$ cat config.mk
export PLATFORM = sky130hd
export DESIGN_NAME = img_loader
export DESIGN_NICKNAME = d
export VERILOG_FILES = /design/src/rtl/img_loader.sv
export SDC_FILE = /design/constraint.sdc
export NUM_CORES = 1
export LEC_CHECK = 0
export CAP_MARGIN = 20
export CORE_ASPECT_RATIO = 1.1
export CORE_MARGIN = 10
export CORE_UTILIZATION = 65
export CTS_BUF_LIST = sky130_fd_sc_hd__clkbuf_8
export CTS_CLUSTER_SIZE = 14
export DETAILED_ROUTE_END_ITERATION = 6
export PLACE_DENSITY = 0.92
export SLEW_MARGIN = 20
export SYNTH_ARGS = -nofsm -noshare
export SYNTH_HDL_FRONTEND = slang
export SYNTH_SLANG_ARGS = --single-unit
$ cat constraint.sdc
create_clock -name clk -period 12 [get_ports clk]
set_clock_uncertainty 0.15 [all_clocks]
set_input_delay 1.2 -clock clk [delete_from_list [all_inputs] [get_ports clk]]
set_output_delay 1.2 -clock clk [all_outputs]
set_load 0.01 [all_outputs]
$ cat src/rtl/img_loader.sv
// Boot-image loader: syncs on 55 AA, parses sizes, assembles bytes into pmem/dmem words, checks the checksum.
// Writes land one cycle after a word's last byte; no backpressure, so a byte per cycle is always absorbed.
module img_loader #(
    parameter int ADDR_WIDTH     = 16,
    parameter int PMEM_WIDTH     = 18,
    parameter int DMEM_WIDTH     = 16,
    parameter int PMEM_DEPTH     = 4096,
    parameter int DMEM_DEPTH     = 4096,
    parameter int TIMEOUT_CYCLES = 270000
) (
    input  logic                  clk,
    input  logic                  rst_n,
    input  logic [7:0]            rx_byte,
    input  logic                  rx_valid,
    output logic [ADDR_WIDTH-1:0] mem_addr,
    output logic                  pmem_we,
    output logic [PMEM_WIDTH-1:0] pmem_wdata,
    output logic                  dmem_we,
    output logic [DMEM_WIDTH-1:0] dmem_wdata,
    output logic                  cpu_hold,
    output logic                  done,
    output logic                  err,
    output logic [1:0]            err_code
);

    localparam int PB = (PMEM_WIDTH + 7) / 8;
    localparam int DB = (DMEM_WIDTH + 7) / 8;
    localparam logic [1:0] PB_LAST = 2'(PB - 1);
    localparam logic [1:0] DB_LAST = 2'(DB - 1);
    localparam int TW = $clog2(TIMEOUT_CYCLES + 1);
    localparam logic [TW-1:0] TLIMIT = TW'(TIMEOUT_CYCLES);
    localparam logic [ADDR_WIDTH-1:0] A_ONE = ADDR_WIDTH'(1);

    typedef enum logic [2:0] {IDLE, SYNC1, META, PMEM, DMEM, CSUM, FIN} state_t;

    state_t                state, state_nxt, eff;
    logic [ADDR_WIDTH-1:0] word_idx, psize, dsize, dsize_new;
    logic [1:0]            meta_cnt, bcnt, code_nxt;
    logic [7:0]            meta_hi, csum, csum_sum;
    logic [23:0]           shreg;
    logic [TW-1:0]         tcnt;
    logic                  sec_end, byte_last, loading;
    logic                  wr_p, wr_d, fire_err, fire_done;

    assign csum_sum  = csum + rx_byte;
    assign dsize_new = ADDR_WIDTH'({meta_hi, rx_byte});
    assign mem_addr  = (state == PMEM || state == DMEM) ? word_idx : '0;

    // A section ends in the cycle its last word is written; a byte arriving in
    // that same cycle already belongs to the following section (eff).
    always_comb begin
        eff     = state;
        sec_end = 1'b0;
        if (state == PMEM && pmem_we && (word_idx + A_ONE) == psize) begin
            sec_end = 1'b1;
            eff     = (dsize != '0) ? DMEM : CSUM;
        end else if (state == DMEM && dmem_we && (word_idx + A_ONE) == dsize) begin
            sec_end = 1'b1;
            eff     = CSUM;
        end
        state_nxt = eff;
        byte_last = (eff == PMEM) ? (bcnt == PB_LAST) : (bcnt == DB_LAST);
        loading   = (eff inside {META, PMEM, DMEM, CSUM});
        wr_p      = 1'b0;
        wr_d      = 1'b0;
        fire_err  = 1'b0;
        fire_done = 1'b0;
        code_nxt  = 2'd0;
        case (eff)
            IDLE:  if (rx_valid && rx_byte == 8'h55) state_nxt = SYNC1;
            SYNC1: if (rx_valid) begin
                       if (rx_byte == 8'hAA)      state_nxt = META;
                       else if (rx_byte != 8'h55) state_nxt = IDLE;
                   end
            META:  if (rx_valid && meta_cnt == 2'd3) begin
                       if (32'(psize) > 32'(PMEM_DEPTH) || 32'(dsize_new) > 32'(DMEM_DEPTH)) begin
                           state_nxt = IDLE;
                           fire_err  = 1'b1;
                           code_nxt  = 2'd1;
                       end else if (psize != '0)     state_nxt = PMEM;
                       else if (dsize_new != '0)     state_nxt = DMEM;
                       else                          state_nxt = CSUM;
                   end
            PMEM:  wr_p = rx_valid && byte_last;
            DMEM:  wr_d = rx_valid && byte_last;
            CSUM:  if (rx_valid) begin
                       if (csum_sum == 8'h00) begin
                           state_nxt = FIN;
                           fire_done = 1'b1;
                       end else begin
                           state_nxt = IDLE;
                           fire_err  = 1'b1;
                           code_nxt  = 2'd3;
                       end
                   end
            FIN:   state_nxt = IDLE;
            default: state_nxt = IDLE;
        endcase
        if (loading && !rx_valid && tcnt >= TLIMIT) begin
            state_nxt = IDLE;
            fire_err  = 1'b1;
            code_nxt  = 2'd2;
            wr_p      = 1'b0;
            wr_d      = 1'b0;
        end
    end

    always_ff @(posedge clk or negedge rst_n) begin
        if (!rst_n) state <= IDLE;
        else        state <= state_nxt;
    end

    always_ff @(posedge clk or negedge rst_n) begin
        if (!rst_n) begin
            pmem_we    <= 1'b0;
            dmem_we    <= 1'b0;
            pmem_wdata <= '0;
            dmem_wdata <= '0;
            cpu_hold   <= 1'b0;
            done       <= 1'b0;
            err        <= 1'b0;
            err_code   <= 2'd0;
            word_idx   <= '0;
            psize      <= '0;
            dsize      <= '0;
            meta_cnt   <= 2'd0;
            meta_hi    <= 8'h00;
            bcnt       <= 2'd0;
            csum       <= 8'h00;
            shreg      <= '0;
            tcnt       <= '0;
        end else begin
            pmem_we <= wr_p;
            dmem_we <= wr_d;
            done    <= fire_done;
            err     <= fire_err;
            if (wr_p) pmem_wdata <= PMEM_WIDTH'({shreg, rx_byte});
            if (wr_d) dmem_wdata <= DMEM_WIDTH'({shreg, rx_byte});

            if (sec_end || fire_err)     word_idx <= '0;
            else if (pmem_we || dmem_we) word_idx <= word_idx + A_ONE;

            if (rx_valid && (eff == PMEM || eff == DMEM)) begin
                shreg <= {shreg[15:0], rx_byte};
                bcnt  <= byte_last ? 2'd0 : bcnt + 2'd1;
            end
            if (rx_valid && (eff == META || eff == PMEM || eff == DMEM)) csum <= csum_sum;

            if (rx_valid && eff == META) begin
                meta_cnt <= meta_cnt + 2'd1;
                case (meta_cnt)
                    2'd0:    meta_hi <= rx_byte;
                    2'd1:    psize   <= ADDR_WIDTH'({meta_hi, rx_byte});
                    2'd2:    meta_hi <= rx_byte;
                    default: dsize   <= dsize_new;
                endcase
            end

            tcnt <= (rx_valid || !loading || fire_err) ? '0 : tcnt + TW'(1);

            if (fire_err) begin
                err_code <= code_nxt;
                bcnt     <= 2'd0;
            end
            if (state == FIN) begin
                cpu_hold <= 1'b0;
                err_code <= 2'd0;
            end
            if (eff == SYNC1 && rx_valid && rx_byte == 8'hAA) begin
                cpu_hold <= 1'b1;
                csum     <= 8'h00;
                meta_cnt <= 2'd0;
                bcnt     <= 2'd0;
                word_idx <= '0;
                shreg    <= '0;
            end
        end
    end

endmodule

==> impl_metrics.csv <==
group,metric,value,unit
yosys,yosys.area_share.xor_xnor,0.0911,
final_layout,drive_gt1_frac,0.170,
global_route,grt_max_degree,88,
run_status,status,"finished, final reports clean",
critical_path,arrival,4.83,ns
place,dp_cells,942,
clocking,cts_resized,0,
critical_path,path_cells,"ha_1 > nand4_2 > nor4_2 > nor3b_1 > or2_2 > nor4_1 > nand2_1 > a31oi_1 > o2111ai_4 > a21oi_1",
global_route,grt_pass1_wl,34.7,mm
critical_path,cp_max_fo,16,
critical_path,end_kind,"register",
yosys,synth_common_cells,"dfrtp_1 (141), mux2_2 (73), nor2_1 (73), nand2_1 (62), xnor2_1 (47)",
yosys,synth_top_family_by_area,"simple AND/OR/NAND/NOR gates",
routing,ant_nets,0,
yosys,synth_area,0.00779,mm²
routing,drc,0,
yosys,synth.distinct_cells,71,
routing,wl_per_cell,21.7,µm
floorplanning,core,0.0116,mm²
clocking,cts_root_buffer,"clkbuf_8",
final_layout,layout.cells.non_filler,973,
final_layout,area_growth,14.1,%
yosys,yosys.area.top_type,"dfrtp_1",
worst_hold_path,hold_class,"reg2reg",
power_and_ir_drop,power.density,100,mW/mm²
power_and_ir_drop,p_clk_frac,0.407,
critical_path,worst_setup_path_start_kind,"register",
yosys,syn_inst,751,
routing,wl,21.1,mm
floorplanning,rows,41,
clocking,clock_latency,0.46,ns
timing,layout_min_cycle_time,4.60,ns
clocking,cts.clk_slew.worst_paths,0.09,ns
clocking,cts.sinks,141,
yosys,ys_ff_latch,141,
yosys,yosys.area_share.simple,0.203,
place,place.gp.congestion,0.975,
global_route,overflow,0,
timing,rsz0062_at_grt,"false",
timing,maxSlewHeadroom,0.427,
yosys,synth_seq_area_share,0.453,
yosys,muxShareOfSynthArea,0.122,
yosys,synth_top_area_frac,0.453,
timing,hold_viol,0,
critical_path,worstPathRequired,12.23,ns
power_and_ir_drop,swShare,0.257,
job,drv_cap,0,
clocking,clockBufferDepth,2,
place,dpl.hpwl,14.7,mm
critical_path,slowest_delay,0.64,ns
yosys,ys_warn_count,0,
yosys,synth_compound_area_frac,0.0731,
final_layout,fillCellCount,720,
clocking,cts_inserted_buffers,17,
yosys,syn_area_per_cell,10.4,µm²
global_route,antenna_found_initial,0,
clocking,htreeDepth,4,
critical_path,cpMaxStageDelayCell,"nor4_2",
final_layout,antenna_cells,0,
timing,tns,0,ns
global_route,track_usage,0.255,
timing,period_share,0.383,
power_and_ir_drop,p_int,0.663,mW
yosys,synth_nets,777,
global_route,grt_pass1_vias,6541,
yosys,synthFlopType,"dfrtp_1",
floorplanning,ioPinCount,68,
power_and_ir_drop,max-vdd-ir-drop,0.000131,V
floorplanning,die_area,0.0168,mm²
routing,via_per_inst,6.38,
power_and_ir_drop,seq_power_share,0.544,
routing,drtIter0Drc,565,
yosys,async_reset_ff_frac,1.00,
clocking,cts_tree,"built",
timing,tightestPinTransition,0.860,ns
floorplanning,die_w,124,µm
power_and_ir_drop,p_switching,0.230,mW
yosys,yosys-top-cells-area,"dfrtp_1 (45%), mux2_2 (11%), xnor2_1 (5.3%)",
yosys,yosysMostFrequentCell,"dfrtp_1",
floorplanning,start_util,0.672,
routing,vias,6206,
place,port_buffers,67,
critical_path,critical_path_class,"reg2reg",
routing,first_pass_iters,5,
power_and_ir_drop,p_comb_frac,0.050,
clocking,hold_buffers,0,
final_layout,nets,837,
power_and_ir_drop,p_leak,4.06,nW
timing,report.final.slew_viol_count,0,
timing,fmax,217,MHz
timing,setup_viol,0,
clocking,postCtsSetupBuffers,0,
yosys,synth-adder-area-share,0.0251,
floorplanning,die_h,135,µm
yosys,synth_edf_count,0,
[cell usage in the layout, fill, tap and decap left out, types with 4 or more instances in the layout]
cell / Yosys / final
inv_1: 22 / 22
mux2i_1: 13 / 13
xor2_1: 34 / 34
a21oi_1: 16 / 16
clkbuf_8: 0 / 18
nor4b_1: 5 / 5
a21o_1: 5 / 5
nand3_1: 21 / 21
nor2_1: 73 / 73
nand4_1: 13 / 13
and2_1: 5 / 5
and3_1: 7 / 7
nor3_1: 15 / 15
xnor2_1: 47 / 47
ha_1: 14 / 14
and4_1: 4 / 4
dfrtp_1: 141 / 141
o21a_1: 4 / 4
nor2b_1: 20 / 20
nand2b_1: 8 / 8
nand3b_1: 5 / 5
nor3b_1: 6 / 6
clkdlybuf4s50_1: 0 / 66
buf_4: 8 / 4
o21ai_0: 22 / 22
nor4_1: 17 / 17
a211oi_1: 5 / 5
nor2_2: 10 / 10
nand2_1: 62 / 62
mux2_2: 73 / 73
clkinv_2: 0 / 4
[final timing paths]
kind | startpoint | endpoint | slack, ns | depth (start not counted)
max reg2reg | word_idx[0] | word_idx[1] | 7.40 | 10
min | cpu_hold | cpu_hold | 0.36 | 2
min in group asynchronous | rst_n | word_idx[6] | 0.52 | 1
max in group asynchronous | rst_n | dmem_wdata[0] | 10.04 | 2
max | word_idx[0] | word_idx[1] | 7.40 | 10
min reg2reg | cpu_hold | cpu_hold | 0.36 | 2
[stage by stage]
step	util	area [µm²]	setup WS (ns)	hold WS [ns]	power [mW]
floorplan	-	7790	8.24	0.329	0.513
global placement	0.735	8520	7.54	0.330	0.534
detailed placement	0.735	8520	7.38	0.336	0.536
CTS	0.766	8890	7.45	0.362	0.895
global route	0.767	8890	7.02	0.385	0.920
finish	0.767	8890	7.40	0.357	0.893
[logic make-up after synthesis]
group | count (synthesis)
compound gates | 80
xor+xnor | 81
fa+ha+maj | 15
buf+inv | 53
flops | 141
mux | 86
simple gates | 295
[power groups by stage]
stage	sequential [mW]	combinational (mW)	clock (mW)
after floorplan	0.492	0.0203	0
after global placement	0.493	0.0404	0
after detailed placement	0.494	0.0423	0
after CTS	0.485	0.0441	0.366
after global routing	0.486	0.0489	0.385
final	0.485	0.0444	0.363
[area by class of cell]
cell class                 count  area, µm²  share of cell area
multi-input combinational    557       4010               0.452
clock inverter                13        116              0.0131
timing repair buffer          72        713              0.0802
clock buffer                  18        248              0.0279
tap                          150        188              0.0211
sequential                   141       3530               0.397
inverter                      22       82.6             0.00929
[routing by layer]
| layer | vias to the layer above | routed length, µm | GRT usage |
|---|---|---|---|
| met3 | 90 | 1610 | 0.0670 |
| met1 | 3053 | 8270 | 0.298 |
| li1 | 2754 | - | - |
| met5 | - | 0 | 0 |
| met4 | 0 | 919 | 0.134 |
| met2 | 309 | 10300 | 0.425 |
[state kept, by name, summed over array words and instances (netlist names)]
signal and flops:
meta_cnt 2, tcnt 19, psize 16, shreg 10, dsize 16, done 1, pmem_we 1, bcnt 2
word_idx 16, dmem_wdata 16, meta_hi 8, state 3, cpu_hold 1, err_code 2, dmem_we 1, err 1
pmem_wdata 18, csum 8
[critical path: cells and delay by family (launching register included)]
kind / cells / cell delay (ns)
AO/OA/AOI/OAI: 3 / 1.27
adder cells (fa/ha/maj): 1 / 0.37
flip-flops: 1 / 0.56
AND/OR/NAND/NOR: 6 / 2.15
Power figures use the tool's default switching activity.
